--- src/rtl/heater_pkg.sv ---
`default_nettype none
// ============================================================================
// Module      : heater_pkg
// Description : Shared types and helpers for the heater bank sequencer:
//               FSM state encoding and the active bank count width.
// Revision    : 1.0 - initial release
// ============================================================================
package heater_pkg;

    // Sequencer states, explicitly encoded so state values are stable in debug
    typedef enum logic [2:0] {
        ST_IDLE    = 3'd0,
        ST_RAMP_UP = 3'd1,
        ST_SETTLE  = 3'd2,
        ST_RUN     = 3'd3,
        ST_RAMP_DN = 3'd4,
        ST_FAULT   = 3'd5
    } heater_sched_state_t;

    // Width needed to hold a bank count from 0 to nbank inclusive
    function automatic int active_cnt_w(input int nbank);
        return (nbank < 1) ? 1 : $clog2(nbank + 1);
    endfunction

endpackage
`default_nettype wire

--- src/rtl/heater_pwm.sv ---
`default_nettype none
// ============================================================================
// Module      : heater_pwm
// Description : Free-running PWM counter with synchronous restart and a
//               duty compare. The gate reflects the count value the counter
//               is about to take, so a register fed from it lines up with
//               the counter after the same edge.
// Revision    : 1.0 - initial release
// ============================================================================
module heater_pwm #(
    parameter int PWM_W = 8
) (
    input  logic             clk,
    input  logic             rst_n,
    input  logic             restart,
    input  logic [PWM_W-1:0] duty,
    output logic             gate
);

    logic [PWM_W-1:0] r_cnt;
    logic [PWM_W-1:0] w_cnt_nxt;

    // Next count: restart forces zero, otherwise wrap-around increment
    always_comb begin
        w_cnt_nxt = restart ? '0 : r_cnt + 1'b1;
    end

    assign gate = (w_cnt_nxt < duty);

    // Counter register
    always_ff @(posedge clk or negedge rst_n) begin
        if (!rst_n) begin
            r_cnt <= '0;
        end else begin
            r_cnt <= w_cnt_nxt;
        end
    end

endmodule
`default_nettype wire

--- src/rtl/heater_sched.sv ---
`default_nettype none
// ============================================================================
// Module      : heater_sched
// Description : Sequencer for NBANK heater power-burn banks. Ramps bank
//               enables up one at a time, holds err_clear through a settle
//               window, optionally duty-cycles the banks in RUN, ramps down
//               on run drop and latches the first bank error into FAULT.
//               Optional feature macro: HEATER_SCHED_PWM_EN (PWM gating in
//               RUN; when undefined the duty input is ignored).
// Revision    : 1.0 - initial release
// ============================================================================
module heater_sched
    import heater_pkg::*;
#(
    parameter int NBANK     = 4,
    parameter int RAMP_CYC  = 256,
    parameter int CLEAR_CYC = 2500,
    parameter int PWM_W     = 8
) (
    input  logic                             clk,
    input  logic                             rst_n,
    input  logic                             run,
    input  logic [PWM_W-1:0]                 duty,
    input  logic                             fault_ack,
    input  logic [NBANK-1:0]                 bank_err,
    output logic [NBANK-1:0]                 bank_en,
    output logic                             err_clear,
    output logic                             busy,
    output logic                             fault,
    output logic [NBANK-1:0]                 fault_bank,
    output logic [active_cnt_w(NBANK)-1:0]   active_cnt
);

    localparam int c_CNT_W    = active_cnt_w(NBANK);
    localparam int c_STEP_MAX = (RAMP_CYC > CLEAR_CYC) ? RAMP_CYC : CLEAR_CYC;
    localparam int c_STEP_W   = $clog2(c_STEP_MAX + 1);

    localparam logic [c_STEP_W-1:0] c_RAMP_LAST  = c_STEP_W'(RAMP_CYC - 1);
    localparam logic [c_STEP_W-1:0] c_CLEAR_LAST = c_STEP_W'(CLEAR_CYC - 1);
    localparam logic [c_CNT_W-1:0]  c_ONE        = c_CNT_W'(1);
    localparam logic [c_CNT_W-1:0]  c_FULL       = c_CNT_W'(NBANK);

    heater_sched_state_t  r_state;
    heater_sched_state_t  w_state_nxt;
    logic [c_STEP_W-1:0]  r_cnt;
    logic [c_STEP_W-1:0]  w_cnt_nxt;
    logic [c_CNT_W-1:0]   r_active;
    logic [c_CNT_W-1:0]   w_active_nxt;
    logic [NBANK-1:0]     r_fault_bank;
    logic [NBANK-1:0]     w_fault_bank_nxt;
    logic [NBANK-1:0]     r_bank_en;
    logic [NBANK-1:0]     w_bank_en_nxt;
    logic                 r_err_clear;
    logic                 r_busy;
    logic                 r_fault;
    logic                 w_go_dn;
    logic                 w_pwm_gate;

`ifdef HEATER_SCHED_PWM_EN
    logic w_pwm_restart;

    // Counter restarts exactly on the edge that enters RUN
    assign w_pwm_restart = (w_state_nxt == ST_RUN) && (r_state != ST_RUN);

    heater_pwm #(
        .PWM_W   (PWM_W)
    ) u_pwm (
        .clk     (clk),
        .rst_n   (rst_n),
        .restart (w_pwm_restart),
        .duty    (duty),
        .gate    (w_pwm_gate)
    );
`else
    logic w_unused_duty;

    assign w_pwm_gate    = 1'b1;
    assign w_unused_duty = ^duty;
`endif

    // Next-state, step counter, active count and fault snapshot
    always_comb begin
        w_state_nxt      = r_state;
        w_cnt_nxt        = r_cnt;
        w_active_nxt     = r_active;
        w_fault_bank_nxt = r_fault_bank;
        w_go_dn          = 1'b0;

        case (r_state)
            ST_IDLE: begin
                w_active_nxt = '0;
                w_cnt_nxt    = '0;
                if (run) begin
                    w_state_nxt  = ST_RAMP_UP;
                    w_active_nxt = c_ONE;
                end
            end
            ST_RAMP_UP: begin
                if (!run) begin
                    w_go_dn = 1'b1;
                end else if (r_cnt == c_RAMP_LAST) begin
                    w_cnt_nxt = '0;
                    if (r_active == c_FULL) begin
                        w_state_nxt = ST_SETTLE;
                    end else begin
                        w_active_nxt = r_active + 1'b1;
                    end
                end else begin
                    w_cnt_nxt = r_cnt + 1'b1;
                end
            end
            ST_SETTLE: begin
                if (!run) begin
                    w_go_dn = 1'b1;
                end else if (r_cnt == c_CLEAR_LAST) begin
                    w_cnt_nxt   = '0;
                    w_state_nxt = ST_RUN;
                end else begin
                    w_cnt_nxt = r_cnt + 1'b1;
                end
            end
            ST_RUN: begin
                // A bank error outranks a simultaneous run drop
                if (|bank_err) begin
                    w_state_nxt      = ST_FAULT;
                    w_active_nxt     = '0;
                    w_cnt_nxt        = '0;
                    w_fault_bank_nxt = bank_err;
                end else if (!run) begin
                    w_go_dn = 1'b1;
                end
            end
            ST_RAMP_DN: begin
                // run is deliberately not looked at until IDLE is reached
                if (r_cnt == c_RAMP_LAST) begin
                    w_cnt_nxt    = '0;
                    w_active_nxt = r_active - 1'b1;
                    if (r_active == c_ONE) begin
                        w_state_nxt = ST_IDLE;
                    end
                end else begin
                    w_cnt_nxt = r_cnt + 1'b1;
                end
            end
            ST_FAULT: begin
                w_active_nxt = '0;
                w_cnt_nxt    = '0;
                if (fault_ack && !run) begin
                    w_state_nxt      = ST_IDLE;
                    w_fault_bank_nxt = '0;
                end
            end
            default: begin
                w_state_nxt  = ST_IDLE;
                w_active_nxt = '0;
                w_cnt_nxt    = '0;
            end
        endcase

        // Ramp-down entry drops one bank on the entry edge itself
        if (w_go_dn) begin
            w_cnt_nxt    = '0;
            w_active_nxt = r_active - 1'b1;
            w_state_nxt  = (r_active == c_ONE) ? ST_IDLE : ST_RAMP_DN;
        end
    end

    // Bank enables: lowest w_active_nxt banks, PWM-gated only in RUN
    always_comb begin
        w_bank_en_nxt = '0;
        for (int i = 0; i < NBANK; i++) begin
            w_bank_en_nxt[i] = (c_CNT_W'(i) < w_active_nxt) &&
                               ((w_state_nxt != ST_RUN) || w_pwm_gate);
        end
    end

    // State, counters and registered outputs
    always_ff @(posedge clk or negedge rst_n) begin
        if (!rst_n) begin
            r_state      <= ST_IDLE;
            r_cnt        <= '0;
            r_active     <= '0;
            r_fault_bank <= '0;
            r_bank_en    <= '0;
            r_err_clear  <= 1'b1;
            r_busy       <= 1'b0;
            r_fault      <= 1'b0;
        end else begin
            r_state      <= w_state_nxt;
            r_cnt        <= w_cnt_nxt;
            r_active     <= w_active_nxt;
            r_fault_bank <= w_fault_bank_nxt;
            r_bank_en    <= w_bank_en_nxt;
            r_err_clear  <= (w_state_nxt != ST_RUN);
            r_busy       <= (w_state_nxt != ST_IDLE);
            r_fault      <= (w_state_nxt == ST_FAULT);
        end
    end

    assign bank_en    = r_bank_en;
    assign err_clear  = r_err_clear;
    assign busy       = r_busy;
    assign fault      = r_fault;
    assign fault_bank = r_fault_bank;
    assign active_cnt = r_active;

endmodule
`default_nettype wire

--- config.mk ---
export PLATFORM = sky130hd
export DESIGN_NAME = heater_sched
export DESIGN_NICKNAME = d
export VERILOG_FILES = /design/src/rtl/heater_pkg.sv /design/src/rtl/heater_pwm.sv /design/src/rtl/heater_sched.sv
export SDC_FILE = /design/constraint.sdc
export NUM_CORES = 1
export LEC_CHECK = 0
export CAP_MARGIN = 10
export CORE_ASPECT_RATIO = 1.1
export CORE_MARGIN = 4
export CORE_UTILIZATION = 48
export DETAILED_ROUTE_END_ITERATION = 6
export PLACE_DENSITY_LB_ADDON = 0.2
export SKIP_CTS_REPAIR_TIMING = 1
export SYNTH_ARGS = -nofsm -noshare
export SYNTH_HDL_FRONTEND = slang
export SYNTH_SLANG_ARGS = --single-unit
--- constraint.sdc ---
create_clock -name clk -period 2 [get_ports clk]
set_input_delay 0.5 -clock clk [delete_from_list [all_inputs] [get_ports clk]]
set_output_delay 0.5 -clock clk [all_outputs]
set_load 0.005 [all_outputs]
After elaboration in Yosys (flattened, before gate mapping)
Index checks and enable logic that the tools add are counted.
- register bits: 29
- latch bits: 0
- memory bits (writable): 0
- memory bits (read-only): 0
- input bits: 16
- output and inout bits: 14
- logic and storage cells: 74
- memories: 0
- $add $sub $neg: 3
- $mul: 0
- divide/modulo/power cells: 0
- magnitude comparators: 4
- equality and inequality tests: 16
- shifts and indexed selects: 0
- mux-type cells: 34
- bitwise operators: 0
- reductions and logical operators: 9
- operators with widths (cell ; count):
    12-bit 2-to-1 mux ; 6
    3-bit 2-to-1 mux ; 18
    12-bit case mux with 4 select lines ; 1
    3-bit case mux with 6 select lines ; 1
    3-bit case mux with 5 select lines ; 1
    12-bit by 1-bit adder with 12-bit output (second input constant) ; 1
    12-bit equality test (second input constant) ; 1
    12-bit by 8-bit equality test with 1-bit output (second input constant) ; 1
    3-bit equality test (second input constant) ; 4
    3-bit != test (second input constant) ; 3
    4-bit 2-to-1 mux ; 2
    4-bit case mux with 2 select lines ; 1
    3-bit by 1-bit equality test with 1-bit output (second input constant) ; 2
    3-bit by 2-bit equality test with 1-bit output (second input constant) ; 2
    1-bit by 3-bit less-than comparator with 1-bit output (first input constant) ; 2
    2-bit by 3-bit less-than comparator with 1-bit output (first input constant) ; 2
    3-bit AND reduction ; 2
    2-bit != test (second input constant) ; 2
    4-bit OR reduction ; 1
    3-bit by 1-bit adder with 3-bit output (second input constant) ; 1
    3-bit zero test ; 1
    1-bit 2-to-1 mux ; 3
    3-bit by 2-bit != test with 1-bit output (second input constant) ; 1
    3-bit nonzero test ; 1
    other kinds (6) ; 6

Depth between registers and ports, before layout
- depth in word-level cells: 7
- depth in mapped cells: 8
- mapped depth without buffers: 7

Worst setup path before layout
No wires, ideal clock.
- path kind: input-to-reg
- start: in bank_err[0]
- end: reg r_cnt[10]
- setup time: 0.124 ns
- arrival time: 2.080 ns
- data required time: 1.876 ns
- path slack: -0.204 ns
- stages: 6
- buffers on the path: 1
- cells stage by stage: o41a_1 > a2111oi_4 > o21bai_4 > buf_6 > nor2_1 > a211o_1
- word-level cells in the longest chain between the ends: 5
- elaborated cells between the ends (all ways): 8
- classes of those cells: eq/ne: 3; mux: 3; reduce/logical: 2
- ends and longest elaborated chain (element ; RTL line ; text):
    from (decl) ; heater_sched.sv:25 ; input logic [NBANK-1:0] bank_err,
    4-bit OR reduction (*) ; heater_sched.sv:124 ; if (|bank_err) begin
    1-bit 2-to-1 mux ; heater_sched.sv:124 ;
    1-bit case mux with 2 select lines ; heater_sched.sv:89 ; case (r_state)
    3-bit != test (no source line) ; -- ;
    3-bit AND reduction (no source line) ; -- ;
    to (signal assigned) ; heater_sched.sv:190 ; r_cnt <= w_cnt_nxt;
    to (decl) ; heater_sched.sv:45 ; logic [c_STEP_W-1:0] r_cnt;
Mark *: on every way between the ends. The rest lies on a longest branch, timed or not.
A chain may end at the register's enable or synchronous reset.

Worst setup path in the final report
Same ends and word-level chain as after synthesis.

==> results.sh <==
export IMPL_io_pins=30
export IMPL_num_antenna_cells=0
export IMPL_syn_nets=215
export IMPL_core_area_um2=3440
export IMPL_critical_path_required_ps=2250
export IMPL_cts_buffers=3
export IMPL_cts_tree="yes"
export IMPL_drive_gt1_frac=0.302
export IMPL_combPwrFrac=0.595
export IMPL_cts_htree_levels=1
export IMPL_fp_dieW_um=65.7
export IMPL_postRouteAntennaNets=0
export IMPL_vias=1797
export IMPL_failed_checks="negative setup slack"
export IMPL_p_sw_frac=0.397
export IMPL_hold_path_class="input port to asynchronous set/reset pin"
export IMPL_critical_path_buf_inv_count=1
export IMPL_grt_max_degree=29
export IMPL_gr_total_overflow=0
export IMPL_fin_ws_ps=-52.7
export IMPL_layout_nets=277
export IMPL_slew_violations=0
export IMPL_critPathKind="input port to flop"
export IMPL_reg2regPathDepth=8
export IMPL_path_delay_family="compound AO/OA/AOI/OAI gates"
export IMPL_synth_cell_area_um2=1760
export IMPL_yosysSeqAreaShare=0.399
export IMPL_gp_congestion=0.891
export IMPL_io_buffers=21
export IMPL_synth_top_family_by_area="simple AND/OR/NAND/NOR gates"
export IMPL_drc=0
export IMPL_root_buffer="clkbuf_4"
export IMPL_cap_violations=0
export IMPL_synth_top_cell_area_share=0.384
export IMPL_cp_end_kind="flop"
export IMPL_critPathMaxFanout=5
export IMPL_wl_per_cell_um=17.5
export IMPL_grt_pass1_wl_um=7300
export IMPL_synthXorXnorAreaFrac=0.0149
export IMPL_drt_iter0_drc=174
export IMPL_synth_area_leaders="dfrtp_1, nand2_1, ha_1, o21ai_0, a211o_1"
export IMPL_fin_crit_sh=1.03
export IMPL_syn_to_final_growth_pct=43.5
export IMPL_synth_edf_count=0
export IMPL_setup_viol_count_final=6
export IMPL_start_util=0.512
export IMPL_clkPwrFrac=0.105
export IMPL_min_period_ps=2050
export IMPL_grt_pass1_vias=1640
export IMPL_p_leak_nw=1.18
export IMPL_dieArea_um2=4700
export IMPL_grt_use_total=0.193
export IMPL_crit_chain="dlymetal6s2s_1, o41a_1, a2111oi_4, o21bai_4, nor3_2, a211o_1"
export IMPL_slew_headroom=0.580
export IMPL_timing_rr_start="r_cnt[1]"
export IMPL_die_y_um=71.5
export IMPL_clk_pin_slew_ps=160
export IMPL_synth_compound_area_frac=0.227
export IMPL_vias_per_cell=5.93
export IMPL_start_kind="input port"
export IMPL_status="finished, violations left"
export IMPL_avgSynthCellArea_um2=9.07
export IMPL_worst_path_stages=6
export IMPL_clk_latency_ps=340
export IMPL_async_reset_ff_frac=1.00
export IMPL_synthMuxAreaShare=0.0121
export IMPL_yosys_area_top_type="dfrtp_1"
export IMPL_cp_slowest_stage_delay_ps=550
export IMPL_synth_ff_type="dfrtp_1"
export IMPL_antenna_found_initial=0
export IMPL_rows=22
export IMPL_whs_ps=517
export IMPL_synth_adder_area_share=0.0355
export IMPL_p_sw_w=0.00107
export IMPL_ir_drop_uv=815
export IMPL_crit_slowest_cell="a2111oi_4"
export IMPL_drt_total_wl_um=5290
export IMPL_ys_ff_latch=28
export IMPL_syn_inst=194
export IMPL_worstMarginPinSlew_ps=630
export IMPL_yosysUniqueCellTypes=52
export IMPL_fin_worst_skew_ps=9.81
export IMPL_yosys_warnings=0
export IMPL_rr_endpoint="r_cnt[10]"
export IMPL_clock_fmax_ghz=0.487
export IMPL_powerDensity_nw_per_um2=1070
export IMPL_place_hpwl_um=3360
export IMPL_first_pass_iters=4
export IMPL_cts_sinks=28
export IMPL_p_int_w=0.00163
export IMPL_worstPathArrival_ps=2300
export IMPL_hold_viol_final=0
export IMPL_synth_simple_gate_area_frac=0.262
export IMPL_seq_power_share=0.300
export IMPL_rrSetupSlack_ps=0
export IMPL_max_clock_path_buffers=2
export IMPL_post_place_ws_ps=-512
==> cell usage in the layout (no fill, tap or decap), types with 2 or more instances in the layout <==
cell             instances
nand2_1                 23
nor3_1                   5
o21ai_1                  3
or3b_2                   2
ha_1                     4
dlymetal6s2s_1           5
nor2_1                  12
a31oi_1                  2
and3_1                   2
clkbuf_4                 3
o21bai_4                 4
a22o_1                   5
buf_4                   44
inv_1                    8
dfrtp_2                  3
nand3_1                  2
or3_1                    3
clkdlybuf4s50_1         16
nor3b_1                  6
nor2b_1                  4
nand2b_1                 4
a211o_1                  6
nand4_1                  5
dfrtp_1                 24
o21ai_0                  9
a21oi_1                  6
o21bai_1                 2
a21o_1                   4
xnor2_1                  2
==> per-layer routing <==
metal | global-route usage | vias to the layer above | share of wire
li1 | - | 842 | -
met1 | 0.246 | 885 | 0.38
met2 | 0.337 | 58 | 0.55
met3 | 0.0251 | 12 | 0.051
met4 | 0.0576 | 0 | 0.019
met5 | 0 | - | 0
==> through the flow <==
step / utilization / std cells / TNS, ps / cell area, um2 / power, W
after CTS: 0.675 / 296 / -1050 / 2320 / 0.00238
after global placement: 0.664 / 292 / -7880 / 2280 / 0.00203
after floorplan: - / 194 / -430 / 1770 / 0.00155
final: 0.734 / 303 / -234 / 2530 / 0.00269
after global routing: 0.734 / 303 / -650 / 2530 / 0.00288
after detailed placement: 0.664 / 292 / -8400 / 2280 / 0.00210
==> logic make-up after synthesis <==
group           count (synthesis)
xor+xnor                        3
simple gates                   84
buf+inv                        20
compound gates                 52
flops                          28
mux                             2
fa+ha+maj                       5
==> registers in the layout, summed over array words and instances, names as in the netlist <==
register and count:
active_cnt 3, bank_en 3, busy 1, err_clear 1
fault 1, fault_bank 4, r_cnt 12, r_state 3
==> area by class of cell <==
| cell class | instances | area, um2 |
|---|---|---|
| well taps | 48 | 60.1 |
| flip-flops and latches | 28 | 706 |
| repair buffers | 66 | 573 |
| clock buffers | 4 | 36.3 |
| fillers | 261 | 915 |
| inverters | 8 | 30.0 |
| multi-input cells | 149 | 1120 |
==> synth_stat cells, types with 2 or more instances <==
master	count
a31oi_1	2
nor2_1	13
buf_2	2
and3_1	4
nand2b_1	4
dfrtp_1	27
a21o_1	4
xnor2_1	2
nor3b_1	6
clkbuf_1	8
nor4b_1	2
nand4_1	5
a211o_1	6
inv_1	8
nand2_1	23
a21oi_1	7
a311oi_1	2
nor2b_1	4
a22o_1	5
o21ai_0	12
o21bai_1	2
and4_1	2
or3_1	3
nand3_1	3
nor3_1	6
or3b_2	2
ha_1	5
==> worst max path at each step <==
stage,start,to
4_1_cts,bank_err[2],r_cnt[5]
2_1_floorplan,bank_err[2],r_cnt[10]
3_3_place_gp,bank_err[2],r_cnt[10]
6_report,bank_err[0],r_cnt[10]
5_1_grt,bank_err[0],r_cnt[10]
3_5_place_dp,bank_err[2],r_cnt[5]
==> power groups by stage <==
stage | Sequential (W) | Clock (W) | Combinational, W
CTS | 0.000796 | 0.000291 | 0.00129
floorplan | 0.000796 | 0 | 0.000754
global placement | 0.000798 | 0 | 0.00123
detailed placement | 0.000808 | 0 | 0.00129
global route | 0.000828 | 0.000312 | 0.00174
finish | 0.000808 | 0.000284 | 0.00160
==> worst reg2reg max path, cell delays in order (launching register included) <==
cell and delay, ps:
dfrtp_1 410, ha_2 220, and4_4 270, buf_4 160, a32oi_4 120, buf_12 170
o21bai_4 230, nor3_2 80, a211o_1 260
No activity file was read; power rests on OpenSTA's default activity.
